### config.mk
export PLATFORM = sky130hd
export DESIGN_NAME = mc_control_fsm
export DESIGN_NICKNAME = d
export VERILOG_FILES = /design/src/rtl/mc_control_fsm.sv
export SDC_FILE = /design/constraint.sdc
export NUM_CORES = 1
export LEC_CHECK = 0
export ABC_AREA = 1
export CAP_MARGIN = 15
export CORE_MARGIN = 3
export CORE_UTILIZATION = 46
export CTS_CLUSTER_DIAMETER = 30
export DETAILED_ROUTE_END_ITERATION = 12
export GPL_ROUTABILITY_DRIVEN = 0
export PLACE_DENSITY = 0.89
export SKIP_LAST_GASP = 1
export SLEW_MARGIN = 20
export SYNTH_ARGS = -nofsm -noshare
export SYNTH_HDL_FRONTEND = slang
export SYNTH_SLANG_ARGS = --single-unit
### constraint.sdc
create_clock -name clk -period 1.9 [get_ports clk]
set_clock_uncertainty 0.15 [all_clocks]
set_input_delay 0.285 -clock clk [delete_from_list [all_inputs] [get_ports clk]]
set_output_delay 0.285 -clock clk [all_outputs]
set_load 0.02 [all_outputs]
### src/rtl/mc_control_fsm.sv
// Multi-cycle control sequencer for the MIPS-subset core: steps each instruction
// through FETCH/DECODE/EXEC/MEM/WB and drives every datapath strobe from state.
module mc_control_fsm #(
  parameter logic [2:0] RESET_STATE = 3'd0,
  parameter int         ALU_OP_W    = 4
) (
  input  logic                clk,
  input  logic                rst_n,
  input  logic [5:0]          opcode_instr,
  input  logic [5:0]          funct_instr,
  input  logic                imem_ready,
  input  logic                dmem_ready,
  input  logic                alu_zero,
  output logic                imem_req,
  output logic                ir_load,
  output logic                pc_write,
  output logic [1:0]          pc_src,
  output logic [ALU_OP_W-1:0] alu_op,
  output logic                alu_src_b,
  output logic                reg_dst,
  output logic                reg_write,
  output logic                mem_to_reg,
  output logic                dmem_req,
  output logic                dmem_we,
  output logic                illegal,
  output logic                retire,
  output logic [2:0]          state
);

  localparam logic [2:0] S_FETCH  = 3'd0;
  localparam logic [2:0] S_DECODE = 3'd1;
  localparam logic [2:0] S_EXEC   = 3'd2;
  localparam logic [2:0] S_MEM    = 3'd3;
  localparam logic [2:0] S_WB     = 3'd4;
  localparam logic [2:0] S_HALT   = 3'd7;

  localparam logic [5:0] OP_RTYPE = 6'b000000;
  localparam logic [5:0] OP_LW    = 6'b100011;
  localparam logic [5:0] OP_SW    = 6'b101011;
  localparam logic [5:0] OP_BEQ   = 6'b000100;
  localparam logic [5:0] OP_ADDI  = 6'b001000;
  localparam logic [5:0] OP_J     = 6'b000010;

  localparam logic [5:0] FN_ADD = 6'b100000;
  localparam logic [5:0] FN_SUB = 6'b100010;
  localparam logic [5:0] FN_AND = 6'b100100;
  localparam logic [5:0] FN_OR  = 6'b100101;
  localparam logic [5:0] FN_SLT = 6'b101010;
  localparam logic [5:0] FN_SLL = 6'b000000;
  localparam logic [5:0] FN_JR  = 6'b001000;

  function automatic logic is_legal(input logic [5:0] op, input logic [5:0] fn);
    logic ok;
    ok = 1'b0;
    case (op)
      OP_RTYPE: begin
        case (fn)
          FN_ADD, FN_SUB, FN_AND, FN_OR, FN_SLT, FN_SLL, FN_JR: ok = 1'b1;
          default: ok = 1'b0;
        endcase
      end
      OP_LW, OP_SW, OP_BEQ, OP_ADDI, OP_J: ok = 1'b1;
      default: ok = 1'b0;
    endcase
    return ok;
  endfunction

  logic [2:0] state_q, state_d;
  logic [5:0] op_q, op_d;
  logic [5:0] fn_q, fn_d;
  logic       illegal_q, illegal_d;
  // Holds every strobe low until the first clock edge after reset release.
  logic       run_q;

  logic is_r, is_jr, is_lw, is_sw, is_beq, is_j;
  logic [ALU_OP_W-1:0] r_alu_op;

  assign is_r   = (op_q == OP_RTYPE);
  assign is_jr  = is_r && (fn_q == FN_JR);
  assign is_lw  = (op_q == OP_LW);
  assign is_sw  = (op_q == OP_SW);
  assign is_beq = (op_q == OP_BEQ);
  assign is_j   = (op_q == OP_J);

  always_comb begin
    case (fn_q)
      FN_SUB:  r_alu_op = ALU_OP_W'(1);
      FN_AND:  r_alu_op = ALU_OP_W'(2);
      FN_OR:   r_alu_op = ALU_OP_W'(3);
      FN_SLT:  r_alu_op = ALU_OP_W'(4);
      FN_SLL:  r_alu_op = ALU_OP_W'(5);
      default: r_alu_op = ALU_OP_W'(0);
    endcase
  end

  always_comb begin
    state_d    = state_q;
    op_d       = op_q;
    fn_d       = fn_q;
    illegal_d  = illegal_q;
    imem_req   = 1'b0;
    ir_load    = 1'b0;
    pc_write   = 1'b0;
    pc_src     = 2'd0;
    alu_op     = ALU_OP_W'(0);
    alu_src_b  = 1'b0;
    reg_dst    = 1'b0;
    reg_write  = 1'b0;
    mem_to_reg = 1'b0;
    dmem_req   = 1'b0;
    dmem_we    = 1'b0;
    retire     = 1'b0;
    if (run_q) begin
      case (state_q)
        S_FETCH: begin
          imem_req = 1'b1;
          if (imem_ready) begin
            ir_load  = 1'b1;
            pc_write = 1'b1;
            state_d  = S_DECODE;
          end
        end
        S_DECODE: begin
          op_d = opcode_instr;
          fn_d = funct_instr;
          if (is_legal(opcode_instr, funct_instr)) begin
            state_d = S_EXEC;
          end else begin
            illegal_d = 1'b1;
            state_d   = S_HALT;
          end
        end
        S_EXEC: begin
          if (is_beq) begin
            alu_op   = ALU_OP_W'(1);
            pc_write = alu_zero;
            pc_src   = 2'd1;
            retire   = 1'b1;
            state_d  = S_FETCH;
          end else if (is_j || is_jr) begin
            pc_write = 1'b1;
            pc_src   = is_j ? 2'd2 : 2'd3;
            retire   = 1'b1;
            state_d  = S_FETCH;
          end else if (is_r) begin
            alu_op  = r_alu_op;
            state_d = S_WB;
          end else begin
            // addi, lw and sw all compute rs + sign-extended immediate.
            alu_src_b = 1'b1;
            state_d   = (is_lw || is_sw) ? S_MEM : S_WB;
          end
        end
        S_MEM: begin
          dmem_req = 1'b1;
          dmem_we  = is_sw;
          if (dmem_ready) begin
            if (is_sw) begin
              retire  = 1'b1;
              state_d = S_FETCH;
            end else begin
              state_d = S_WB;
            end
          end
        end
        S_WB: begin
          reg_write  = 1'b1;
          reg_dst    = is_r;
          mem_to_reg = is_lw;
          retire     = 1'b1;
          state_d    = S_FETCH;
        end
        S_HALT:  state_d = S_HALT;
        default: state_d = S_FETCH;
      endcase
    end
  end

  always_ff @(posedge clk or negedge rst_n) begin
    if (!rst_n) begin
      state_q   <= RESET_STATE;
      op_q      <= 6'd0;
      fn_q      <= 6'd0;
      illegal_q <= 1'b0;
      run_q     <= 1'b0;
    end else begin
      state_q   <= state_d;
      op_q      <= op_d;
      fn_q      <= fn_d;
      illegal_q <= illegal_d;
      run_q     <= 1'b1;
    end
  end

  assign illegal = illegal_q;
  assign state   = state_q;

endmodule

# After elaboration in Yosys (flattened, before gate mapping)

Index checks and enable logic that the tools add are counted.

Equal/unequal tests: 27
Bitwise gates (word level): 1
Muxes and demuxes: 53
Reduce and logical (&&, ||, !) cells: 13

Operators by type and width:

| operator                                       | count |
|---|---|
| == test 6 bit (second input constant)          | 13 |
| two-way mux 1 bit                              | 31 |
| one-hot mux 3 bit (5 select lines)             | 2 |
| zero test 6 bit                                | 4 |
| two-way mux 3 bit                              | 8 |
| two-way mux 4 bit                              | 5 |
| == test 6 x 4 -> 1 bit (second input constant) | 3 |
| == test 6 x 2 -> 1 bit (second input constant) | 2 |
| == test 6 x 3 -> 1 bit (second input constant) | 2 |
| two-way mux 2 bit                              | 4 |
| OR reduction 7 bit                             | 1 |
| == test 3 x 2 -> 1 bit (second input constant) | 2 |
| == test 3 bit (second input constant)          | 2 |
| AND reduction 3 bit                            | 2 |
| OR reduction 5 bit                             | 1 |
| != test 2 bit (second input constant)          | 2 |
| one-hot mux 1 bit (2 select lines)             | 2 |
| == test 3 x 1 -> 1 bit (second input constant) | 1 |
| zero test 3 bit                                | 1 |
| one-hot mux 1 bit (3 select lines)             | 1 |
| logical OR 1 bit                               | 2 |
| AND reduction 2 bit                            | 1 |
| logical AND 1 bit                              | 1 |
| inverter 1 bit                                 | 1 |

Output and inout port bits: 20
Register bits: 17
Logic and storage cells: 99

# Longest topological paths before layout

Gate-level depths: netlist of run 1.

Depth after elaboration: 8
Gate-level depth with buffers: 9

# Worst setup path before layout of run 1

No wires, ideal clock.

Kind: register to output
Start: register state_q[0], in the netlist state[0]
End: output alu_src_b
Setup slack: -0.100 ns
Arrival: 1.565 ns
Stages on the path, launching flop included: 6
Path through: dfrtp_1 -> nor2_1 -> inv_2 -> nor2_4 -> inv_1 -> nor4_1

Cells in the longest elaborated chain, start to end: 3

RTL lines:

| element                | line | source |
|---|---|---|
| start, declared        | 68   | `logic [2:0] state_q, state_d;` |
| start signal, assigned | 187  | `state_q <= state_d;` |
| == test 3 x 2 -> 1 bit | 114  | `case (state_q)` |
| two-way mux 1 bit      | 114  |  |
| two-way mux 1 bit      | 113  | `if (run_q) begin` |
| end, declared          | 19   | `output logic alu_src_b,` |

No other way between the ends.

# Worst setup path in the final report of run 1

Start: register fn_q[4]
End: output retire

Cells in the longest elaborated chain, start to end: 7

RTL lines:

| element                            | line | source |
|---|---|---|
| start, declared                    | 70   | `logic [5:0] fn_q, fn_d;` |
| start signal, assigned             | 189  | `fn_q <= fn_d;` |
| == test 6 x 4 -> 1 bit             | 79   | `assign is_jr = is_r && (fn_q == FN_JR);` |
| logical AND 1 bit                  | 79   |  |
| logical OR 1 bit                   | 140  | `end else if (is_j \|\| is_jr) begin` |
| two-way mux 1 bit                  | 140  |  |
| two-way mux 1 bit                  | 134  | `if (is_beq) begin` |
| one-hot mux 1 bit (3 select lines) | 114  |  |
| two-way mux 1 bit                  | 113  |  |
| end, declared                      | 26   | `output logic retire,` |

No other way between the ends.

==> flow_metrics.tcl, run 1 <==
set metrics [dict create \
    outcome "finished, violations left" \
    violations "negative setup slack" \
    finalNetCount 284 \
    grt_setup_unrepaired "yes" \
    vdd_drop_max_mv 1.19 \
    synthXorXnorAreaFrac_pct 0 \
    root_buffer "clkbuf_4" \
    antennaDiodeCount 0 \
    routedWlPerCell_um 17.6 \
    fin_cells 294 \
    grt_max_degree 18 \
    min_period_ns 2.24 \
    clock_path_buffers 2 \
    synthAdderAreaFrac_pct 0 \
    synth_compound_area_share_pct 11.3 \
    syn-cell-area_um2 1180 \
    fmax_mhz 446 \
    grt-ovfl-total 0 \
    worst_slack_ns -0.340 \
    io_pins 37 \
    fp.dieH_um 56.8 \
    final.setup.tns_ns -2.45 \
    yosys.area_share.simple_pct 42.0 \
    routed_wl_um 5170 \
    drcViolationCount 0 \
    power_switching_mw 1.43 \
    cts_tree "done" \
    cts_sinks 17 \
    postCtsHoldBufs 0 \
    finalCritPeriodShare_pct 118 \
    vias 1687 \
    synth_nets 200 \
    p_sw_share_pct 48.6 \
    synthCells 183 \
    path_max_fanout 3 \
    first_pass_iters 5 \
    fp.coreArea_um2 2320 \
    worstSetupStartpointType "register" \
    final_core_util_pct 88.3 \
    ys_seq_area_share_pct 35.9 \
    worstPathRequired_ns 1.46 \
    initial_core_util_pct 51.1 \
    hold_violations 0 \
    clockPowerShare_pct 7.4 \
    synth_warnings 0 \
    syn_to_final_growth_pct 72.8 \
    avgViaCountPerCell 5.74 \
    portBuffers 35 \
    grt_pass1_vias 1576 \
    synth_mux_area_share_pct 0 \
    p_comb_share_pct 68.3 \
    drv_slew 0 \
    synth.avg_cell_area_um2 6.47 \
    drive_gt1_share_pct 42.9 \
    hold_slack_ns 0.125 \
    synth_top_family_by_area "simple AND/OR/NAND/NOR gates" \
    cts_max_level 1 \
    path_clk_slew_ns 0.11 \
    clkLatencyLatePin_ns 0.32 \
    ant_nets 0 \
    dp.cells 282 \
    num_rows 17 \
    cts_buffers 3 \
    setup_viol 14 \
    p_total_mw 2.93 \
    dieArea_um2 3220 \
    p_int_mw 1.51 \
    p_leak_nw 1.01 \
    cp-end-kind "output port" \
    ys_ff_latch 17 \
    track_usage_pct 28.6 \
    dp_hpwl_um 2800 \
    power.density_nw_per_um2 1430 \
    maxCapViolations 0 \
    hold_path_class "in -> async" \
    drt_iter0_markers 125 \
    grt_antenna_before_repair 0 \
    arrival_ns 1.81 \
    grt_pass1_wl_um 7180 \
    seq_power_share_pct 24.4 \
    yosysUniqueCellTypes 20 \
    die_w_um 56.8 \
    crit_type "reg -> out" \
]
[Yosys cell counts, drive strengths merged]
cell,number,area [um2]
a21boi,1,7.51
a21oi,7,35.0
o21bai,1,7.51
dfrtp,17,425
nand3,15,85.1
nor3,2,10.0
conb,2,7.51
nor2,39,189
nand4,5,31.3
nand2,47,176
o21ai,16,83.8
inv,28,105
nor4,1,6.26
buf,2,15.0
[registers in the layout, indices dropped and copies added (netlist names)]
name / flops
state: 3
run_q: 1
illegal: 1
fn_q: 6
op_q: 6
[routing by layer]
layer,GRT usage [%],up-vias,routed length (um)
met4,16.2,0,336
li1,-,742,-
met1,33.3,787,1940
met5,0,-,0
met2,48.5,122,2460
met3,5.75,36,432
[power by group through the flow]
stage | clock network, mW | logic [mW] | registers [mW]
after floorplan | 0 | 0.694 | 0.702
after CTS | 0.211 | 1.70 | 0.660
after detailed placement | 0 | 1.56 | 0.655
after global placement | 0 | 1.49 | 0.638
after global routing | 0.227 | 2.11 | 0.724
final | 0.216 | 2.00 | 0.715
[what timing repair did]
| action | in CTS | in global routing |
|---|---|---|
| setup buffers | 7 | 1 |
| gates resized for setup | 84 | 37 |
| cloned | 0 | 0 |
| setup endpoints to repair | 15 | 20 |
| pin swaps | 7 | 6 |
[placed cells by master, fill, tap and decap left out, drive strengths merged, types with 3 or more instances in the layout]
cell type      instances
a21oi                  7
buf                   61
clkbuf                 3
clkdlybuf4s50         18
dfrtp                 17
inv                   28
nand2                 47
nand3                 15
nand4                  5
nor2                  39
o21ai                 16
[logic make-up (layout without fill, tap and decap cells)]
family | Yosys count | count (layout)
compound gates | 25 | 25
buf+inv | 30 | 113
flops | 17 | 17
other cells | 2 | 2
simple gates | 109 | 109
[path summary, 6_finish.rpt]
kind / startpoint / endpoint / slack (ns) / cells past startpoint
min: rst_n / op_q[1]$_DFFE_PN0P_ / 0.12 / 2
min reg2reg: illegal$_DFFE_PN0P_ / illegal$_DFFE_PN0P_ / 0.34 / 1
max: fn_q[4]$_DFFE_PN0P_ / retire / -0.34 / 8
min in group clk: illegal$_DFFE_PN0P_ / illegal$_DFFE_PN0P_ / 0.34 / 1
max reg2reg: state[2]$_DFFE_PN0P_ / state[1]$_DFFE_PN0P_ / -0.01 / 8
max in group asynchronous: rst_n / op_q[3]$_DFFE_PN0P_ / 1.26 / 2
[worst max-delay path, stage by stage, from the launching register on]
cell and delay [ns]:
dfrtp_1 0.44, nor2_2 0.18, nand3_1 0.17, nor2_4 0.14, nor2_2 0.06, nor2_2 0.12, nor2_1 0.07, a21oi_2 0.14
buf_4 0.16
[layout make-up]
cell class / count / area (um2)
Clock buffer: 3 / 22.5
Clock inverter: 1 / 7.51
Fill cell: 115 / 272
Inverter: 28 / 105
Multi-Input combinational cell: 136 / 767
Sequential cell: 17 / 430
Tap cell: 28 / 35.0
Timing Repair Buffer: 81 / 679
[stage by stage]
step	cell area [um2]	worst slack, ns
floorplan	1190	0.0526
global placement	1850	-0.268
detailed placement	1850	-0.322
CTS	1930	-0.181
global route	2050	-0.397
finish	2050	-0.340
Power figures use the tool's default switching activity.
==> inputs of run 2 (changes only) <==
- CTS_CLUSTER_SIZE: default -> 8
==> results of run 2 <==
No change in the layout: final DEF, timing and power equal those of run 1.
